`src/rtl/alu_pkg.sv`:
```
// Shared definitions for the ALU arbiter: opcodes, FSM encoding, default width.
package alu_pkg;

    localparam int DATA_W = 32;

    localparam logic [3:0] ALU_AND = 4'b0000;
    localparam logic [3:0] ALU_OR  = 4'b0001;
    localparam logic [3:0] ALU_ADD = 4'b0010;
    localparam logic [3:0] ALU_SUB = 4'b0110;
    localparam logic [3:0] ALU_SLT = 4'b0111;

    typedef enum logic [1:0] {
        IDLE = 2'd0,
        EXEC = 2'd1,
        RESP = 2'd2
    } state_t;

    // One-hot mask for a requester index.
    function automatic logic [1:0] req_onehot(input logic idx);
        return idx ? 2'b10 : 2'b01;
    endfunction

endpackage

```
`src/rtl/alu_rr_pick.sv`:
```
// Two-way round-robin pick: a lone requester always wins, a tie goes to prio.
module alu_rr_pick
    import alu_pkg::*;
(
    input  logic [1:0] req_valid,
    input  logic       prio,
    output logic [1:0] grant,
    output logic       winner
);

    // Resolve the winner index and its one-hot grant.
    always_comb begin
        winner = 1'b0;
        grant  = 2'b00;
        case (req_valid)
            2'b01:   winner = 1'b0;
            2'b10:   winner = 1'b1;
            2'b11:   winner = prio;
            default: winner = 1'b0;
        endcase
        if (req_valid != 2'b00) begin
            grant = req_onehot(winner);
        end
    end

endmodule

```
`src/rtl/alu_arbiter.sv`:
```
// Round-robin arbiter sharing one single-cycle ALU between two requesters.
// Handshakes: a transfer happens on a rising edge where valid and ready are
// both 1 on the same channel; valid never depends on ready, ready may depend
// on valid (req_ready is combinational from req_valid in IDLE).
module alu_arbiter #(
    parameter int DATA_W = alu_pkg::DATA_W
) (
    input  logic                clk,
    input  logic                rst_n,
    input  logic [1:0]          req_valid,
    output logic [1:0]          req_ready,
    input  logic [7:0]          req_ctrl,
    input  logic [2*DATA_W-1:0] req_a,
    input  logic [2*DATA_W-1:0] req_b,
    output logic [1:0]          rsp_valid,
    input  logic [1:0]          rsp_ready,
    output logic [DATA_W-1:0]   rsp_data,
    output logic                rsp_zero,
    output logic [3:0]          alu_ctrl,
    output logic [DATA_W-1:0]   alu_a,
    output logic [DATA_W-1:0]   alu_b,
    input  logic [DATA_W-1:0]   alu_out,
    input  logic                alu_zero
);
    import alu_pkg::*;

    state_t              state;
    logic                prio;
    logic                owner;
    logic [3:0]          op_ctrl;
    logic [DATA_W-1:0]   op_a;
    logic [DATA_W-1:0]   op_b;
    logic [1:0]          grant;
    logic                winner;
    logic [3:0]          sel_ctrl;
    logic [DATA_W-1:0]   sel_a;
    logic [DATA_W-1:0]   sel_b;

    alu_rr_pick u_pick (
        .req_valid (req_valid),
        .prio      (prio),
        .grant     (grant),
        .winner    (winner)
    );

    // Route the winning requester's operands toward the operand registers.
    always_comb begin
        sel_ctrl = winner ? req_ctrl[7:4]              : req_ctrl[3:0];
        sel_a    = winner ? req_a[2*DATA_W-1:DATA_W]   : req_a[DATA_W-1:0];
        sel_b    = winner ? req_b[2*DATA_W-1:DATA_W]   : req_b[DATA_W-1:0];
    end

    // Ready only while idle; response valid only toward the current owner.
    always_comb begin
        req_ready = (state == IDLE) ? grant : 2'b00;
        rsp_valid = (state == RESP) ? req_onehot(owner) : 2'b00;
    end

    // Operand registers feed the ALU directly, so it holds still outside EXEC.
    assign alu_ctrl = op_ctrl;
    assign alu_a    = op_a;
    assign alu_b    = op_b;

    // Arbitration FSM: accept, run the ALU for one cycle, hold the response.
    always_ff @(posedge clk or negedge rst_n) begin
        if (!rst_n) begin
            state    <= IDLE;
            prio     <= 1'b0;
            owner    <= 1'b0;
            op_ctrl  <= '0;
            op_a     <= '0;
            op_b     <= '0;
            rsp_data <= '0;
            rsp_zero <= 1'b0;
        end else begin
            case (state)
                IDLE: begin
                    if (grant != 2'b00) begin
                        op_ctrl <= sel_ctrl;
                        op_a    <= sel_a;
                        op_b    <= sel_b;
                        owner   <= winner;
                        state   <= EXEC;
                    end
                end
                EXEC: begin
                    rsp_data <= alu_out;
                    rsp_zero <= alu_zero;
                    state    <= RESP;
                end
                RESP: begin
                    if (rsp_ready[owner]) begin
                        prio  <= ~owner;
                        state <= IDLE;
                    end
                end
                default: state <= IDLE;
            endcase
        end
    end

endmodule

```
`config.mk`:
```
export PLATFORM = sky130hd
export DESIGN_NAME = alu_arbiter
export DESIGN_NICKNAME = d
export VERILOG_FILES = /design/src/rtl/alu_pkg.sv /design/src/rtl/alu_rr_pick.sv /design/src/rtl/alu_arbiter.sv
export SDC_FILE = /design/constraint.sdc
export NUM_CORES = 1
export LEC_CHECK = 0
export BUFFER_PORTS_ARGS = -buffer_cell sky130_fd_sc_hd__buf_2
export CAP_MARGIN = 20
export CORE_AREA = 2 2 107 109
export CTS_CLUSTER_SIZE = 40
export DETAILED_ROUTE_END_ITERATION = 10
export DIE_AREA = 0 0 109 111
export PLACE_DENSITY = 0.86
export SLEW_MARGIN = 15
export SYNTH_ARGS = -nofsm -noshare
export SYNTH_HDL_FRONTEND = slang
export SYNTH_HIERARCHICAL = 1
export SYNTH_SLANG_ARGS = --single-unit
export TNS_END_PERCENT = 50
```
`constraint.sdc`:
```
create_clock -name clk -period 2.77 [get_ports clk]
set_input_delay 0.831 -clock clk [delete_from_list [all_inputs] [get_ports clk]]
set_output_delay 0.831 -clock clk [all_outputs]
set_load 0.05 [all_outputs]
```
# After elaboration in Yosys (flattened, before gate mapping)
# Cells that the tools add are included.
classes:
  magnitude_cmp: 1
  reduce_logical: 6
  n_eq_ne: 6
  muxes: 14
  n_bitwise: 1
ops:
  columns: ["op", "n"]
  rows:
  - ["$mux 32", 2]
  - ["$mux 2", 7]
  - ["$eq 2x2->1 const B", 3]
  - ["$pmux 2 s3", 1]
  - ["$reduce_and 2->1", 3]
  - ["$mux 4", 1]
  - ["$ne 2x1->1 const B", 2]
  - ["$reduce_bool 2->1", 2]
  - ["$eq 2x1->1 const B", 1]
  - ["$logic_not 2->1", 1]
  - ["$lt 1x2->1 const B", 1]
  - ["$mux 1", 2]
  - ["$pmux 1 s2", 1]
  - ["$not 1->1", 1]
word_totals:
  output_inout_bits: 105
  reg_bits: 105

# Logic depth before layout (Yosys ltp)
logic_depth:
  ltp_word: 7
  depth_mapped: 7
  depth_no_buf: 5

# By module
# The synthesis kept the hierarchy.
modules_own_cells:
  columns: ["mod", "area_each_um2", "seq_area_each_um2", "n_inst", "cells_each"]
  rows:
  - ["alu_arbiter", 4858.4, 2627.5, 1, 310]
  - ["alu_rr_pick", 26.3, 0.0, 1, 4]

# Worst setup path before layout
# No wires, ideal clock.
synth_path:
  kind: "input-to-output"
  start: "input req_valid[0]"
  end: "output req_ready[0]"
  arrival_ns: 2.205
  n_path_buf: 0
  slack_ns: -0.266
  cell_stages: 2
  t_required_ns: 1.939
  cell_sequence: "a21boi_0 -> nor3b_1"
synth_between:
  elab_chain_cells: 5
synth_lines:
  columns: ["element", "line", "source"]
  rows:
  - ["start: declaration", "alu_arbiter.sv:10", "input logic [1:0] req_valid,"]
  - ["$eq 2x2->1", "alu_rr_pick.sv:15", "case (req_valid)"]
  - ["$pmux 1 s2", "alu_rr_pick.sv:15", null]
  - ["$mux 2", "alu_pkg.sv:20", "return idx ? 2'b10 : 2'b01;"]
  - ["$mux 2 *", "alu_rr_pick.sv:21", "if (req_valid != 2'b00) begin"]
  - ["$mux 2 *", "alu_arbiter.sv:55", "req_ready = (state == IDLE) ? grant : 2'b00;"]
  - ["end: declaration", "alu_arbiter.sv:11", "output logic [1:0] req_ready,"]
# Mark *: on every way between the ends. The rest lies on a longest branch, timed or not.

# Worst setup path in the final report
layout_path:
  start: "input req_valid[0]"
  end: "output req_ready[0]"
layout_between:
  elab_chain_cells: 5
layout_lines:
  columns: ["element", "line", "source"]
  rows:
  - ["$eq 2x2->1", "alu_rr_pick.sv:15", null]
  - ["$pmux 1 s2", "alu_rr_pick.sv:15", null]
  - ["$mux 2", "alu_pkg.sv:20", null]
  - ["$mux 2 *", "alu_rr_pick.sv:21", null]
  - ["net grant[0]", "alu_arbiter.sv:33", "logic [1:0] grant;"]
  - ["$mux 2 *", "alu_arbiter.sv:55", null]
# Mark *: on every way through the listed nets, which the timed path passes. The rest lies on a longest branch.

==> impl_metrics.json <==
{
  "setup_viol": 0,
  "synth_top_area_share_pct": 53.8,
  "grt_use_total_pct": 18.9,
  "synth_warnings": 6,
  "total_power_uw": 9570,
  "fmax_mhz": 399,
  "grt_max_degree": 43,
  "rsz0062_at_grt": "false",
  "htree_levels": 3,
  "die_h_um": 111,
  "synth-edff-count": 0,
  "maxSlewViolCount": 0,
  "syn_to_final_growth_pct": 37.7,
  "insertion_delay_ps": 340,
  "nets": 768,
  "num_antenna_cells": 0,
  "netlist_area_um2": 4880,
  "yosysTopAreaCell": "dfrtp_1",
  "cts.sinks": 105,
  "start_util_pct": 44.1,
  "hpwl_um": 9070,
  "ctsHoldBuffers": 0,
  "cp-start-kind": "input pin",
  "hold_path.class": "input pin to asynchronous set/reset pin",
  "vias_per_cell": 4.87,
  "cts_tree": "built",
  "drtAntennaViolNets": 0,
  "drt_pre_antenna_iters": 4,
  "required_ps": 1940,
  "num_rows": 39,
  "die_w_um": 109,
  "wl_um": 11500,
  "drcViolationCount": 0,
  "status": "finished, final reports clean",
  "cts_setup_buffers": 0,
  "seq_area_frac_synth_pct": 53.8,
  "critPathMaxFanout": 3,
  "fillers": 879,
  "clockRootBuffer": "clkbuf_16",
  "gp_congestion": 0.771,
  "min_period_ps": 2500,
  "drt-initial-drc-count": 102,
  "cts_resized": 0,
  "clk_pin_slew_worst_paths_ps": 80,
  "tightest_slew_ps": 519,
  "synth_area_leaders": "dfrtp_1 54%, mux2_2 34%, mux2_4 5.5%, buf_6 1.6%, buf_4 0.92%",
  "antenna_found_initial": 0,
  "hold_viol_final": 0,
  "fin_skew_ps": 8.45,
  "port_buffers": 279,
  "core_area_um2": 11100,
  "crit_arrival_ps": 1670,
  "p_leak_uw": 0.00331,
  "maxCapViolCount": 0,
  "dieArea_um2": 12100,
  "ys.flop_type": "dfrtp_1",
  "synth_most_common_cell": "mux2_2",
  "grt_pass1_wl_um": 17800,
  "postSynthAreaPerCell_um2": 15.6,
  "pin_count": 280,
  "final_cell_area_um2": 6720,
  "fin_util_pct": 60.7,
  "grt_pass1_vias": 3802,
  "synth_seq_cells": 105,
  "async_flop_share_pct": 100,
  "drive_gt1_share_pct": 78.9,
  "syn-num-nets": 489,
  "critical_path_class": "input pin to output pin",
  "hold_ws_ps": 456,
  "cp-startpoint": "req_valid[0]",
  "synthDistinctLibCells": 18,
  "synth_cells": 314,
  "grt_overflow": 0,
  "via_count": 3608,
  "placed_cell_area_um2": 6430,
  "cts_buffers": 9,
  "fin_crit_sh_pct": 90.4,
  "setup_tns_ps": 0,
  "ir_drop_v": 0.000884,
  "rr_startpoint": "prio$_DFFE_PN0P_",
  "synthTopCellsByCount": "148 x mux2_2, 105 x dfrtp_1, 18 x mux2_4, 7 x buf_6",
  "power.density_nw_per_um2": 1420,
  "cts_buffer_depth": 2,
  "post_drt_wl_per_cell_um": 15.6,
  "relSlewSlack_pct": 65.4,
  "end_kind": "output pin"
}
## cells by family (layout without fill, tap and decap cells)
| family | Yosys count | after routing | share of synthesized area, % |
|---|---|---|---|
| compound gates | 8 | 8 | 0.999 |
| buf+inv | 22 | 306 | 3.38 |
| flops | 105 | 105 | 53.8 |
| simple gates | 9 | 9 | 1.26 |
| mux | 170 | 170 | 40.6 |
## worst max-delay path: stages
cell and delay (ps):
buf_2 120, a21boi_0 240, nor3b_2 200, buf_2 280
## state kept, by name, indices dropped and copies added (netlist names)
| register | flops |
|---|---|
| owner | 1 |
| rsp_zero | 1 |
| alu_ctrl | 4 |
| alu_a | 32 |
| state | 2 |
| rsp_data | 32 |
| alu_b | 32 |
| prio | 1 |
## metrics by stage
step / setup slack (ps) / std cells
floorplan: -230 / 314
global placement: 277 / 725
detailed placement: 269 / 725
CTS: 261 / 741
global route: 202 / 741
finish: 266 / 741
## cell type report
type                            count  area [um2]  share of cell area, %
Clock buffer                       10         239                   3.55
Clock inverter                      6        50.0                  0.744
Inverter                            3        11.3                  0.167
Multi-Input combinational cell    187        2110                   31.4
Sequential cell                   105        2630                   39.1
Tap cell                          143         179                   2.66
Timing Repair Buffer              287        1510                   22.4
## metal layers
metal | wire [um] | up-vias | GRT usage, %
met5 | 0 | - | 0
met4 | 316 | 0 | 8.38
met3 | 817 | 27 | 4.06
met2 | 6110 | 175 | 34.2
met1 | 4280 | 1727 | 20.8
li1 | - | 1679 | -
## power breakdown
group          total, uW  internal, uW  switching (uW)
Clock               1200           643             559
Sequential          2740          2330             413
Combinational       5620          1770            3850
## cell usage in the layout, fill, tap and decap left out
cell type / instances
nor3b_2: 1
mux2_4: 18
clkinv_4: 2
mux2_2: 148
inv_1: 3
buf_2: 278
dfrtp_1: 105
nor3b_1: 1
clkbuf_8: 1
nand2b_1: 2
a31oi_1: 1
inv_6: 2
a21oi_1: 2
nor3_4: 1
clkinvlp_4: 2
nor2_1: 3
a21boi_0: 1
buf_12: 4
o21ai_0: 2
buf_4: 5
a21boi_4: 1
clkbuf_16: 9
a21boi_1: 1
and3_1: 1
mux2_1: 4
## path summary, 6_finish.rpt
check | end | slack (ps) | cells after the start
setup / recovery | req_ready[0] | 270 | 4
setup reg to reg | alu_a[14]$_DFFE_PN0P_ | 860 | 5
min in group clk | alu_b[21]$_DFFE_PN0P_ | 490 | 1
max in group asynchronous | alu_b[3]$_DFFE_PN0P_ | 1680 | 2
hold reg to reg | alu_b[21]$_DFFE_PN0P_ | 490 | 1
hold / removal | alu_b[10]$_DFFE_PN0P_ | 460 | 1
(Power assumes the default switching activity.)
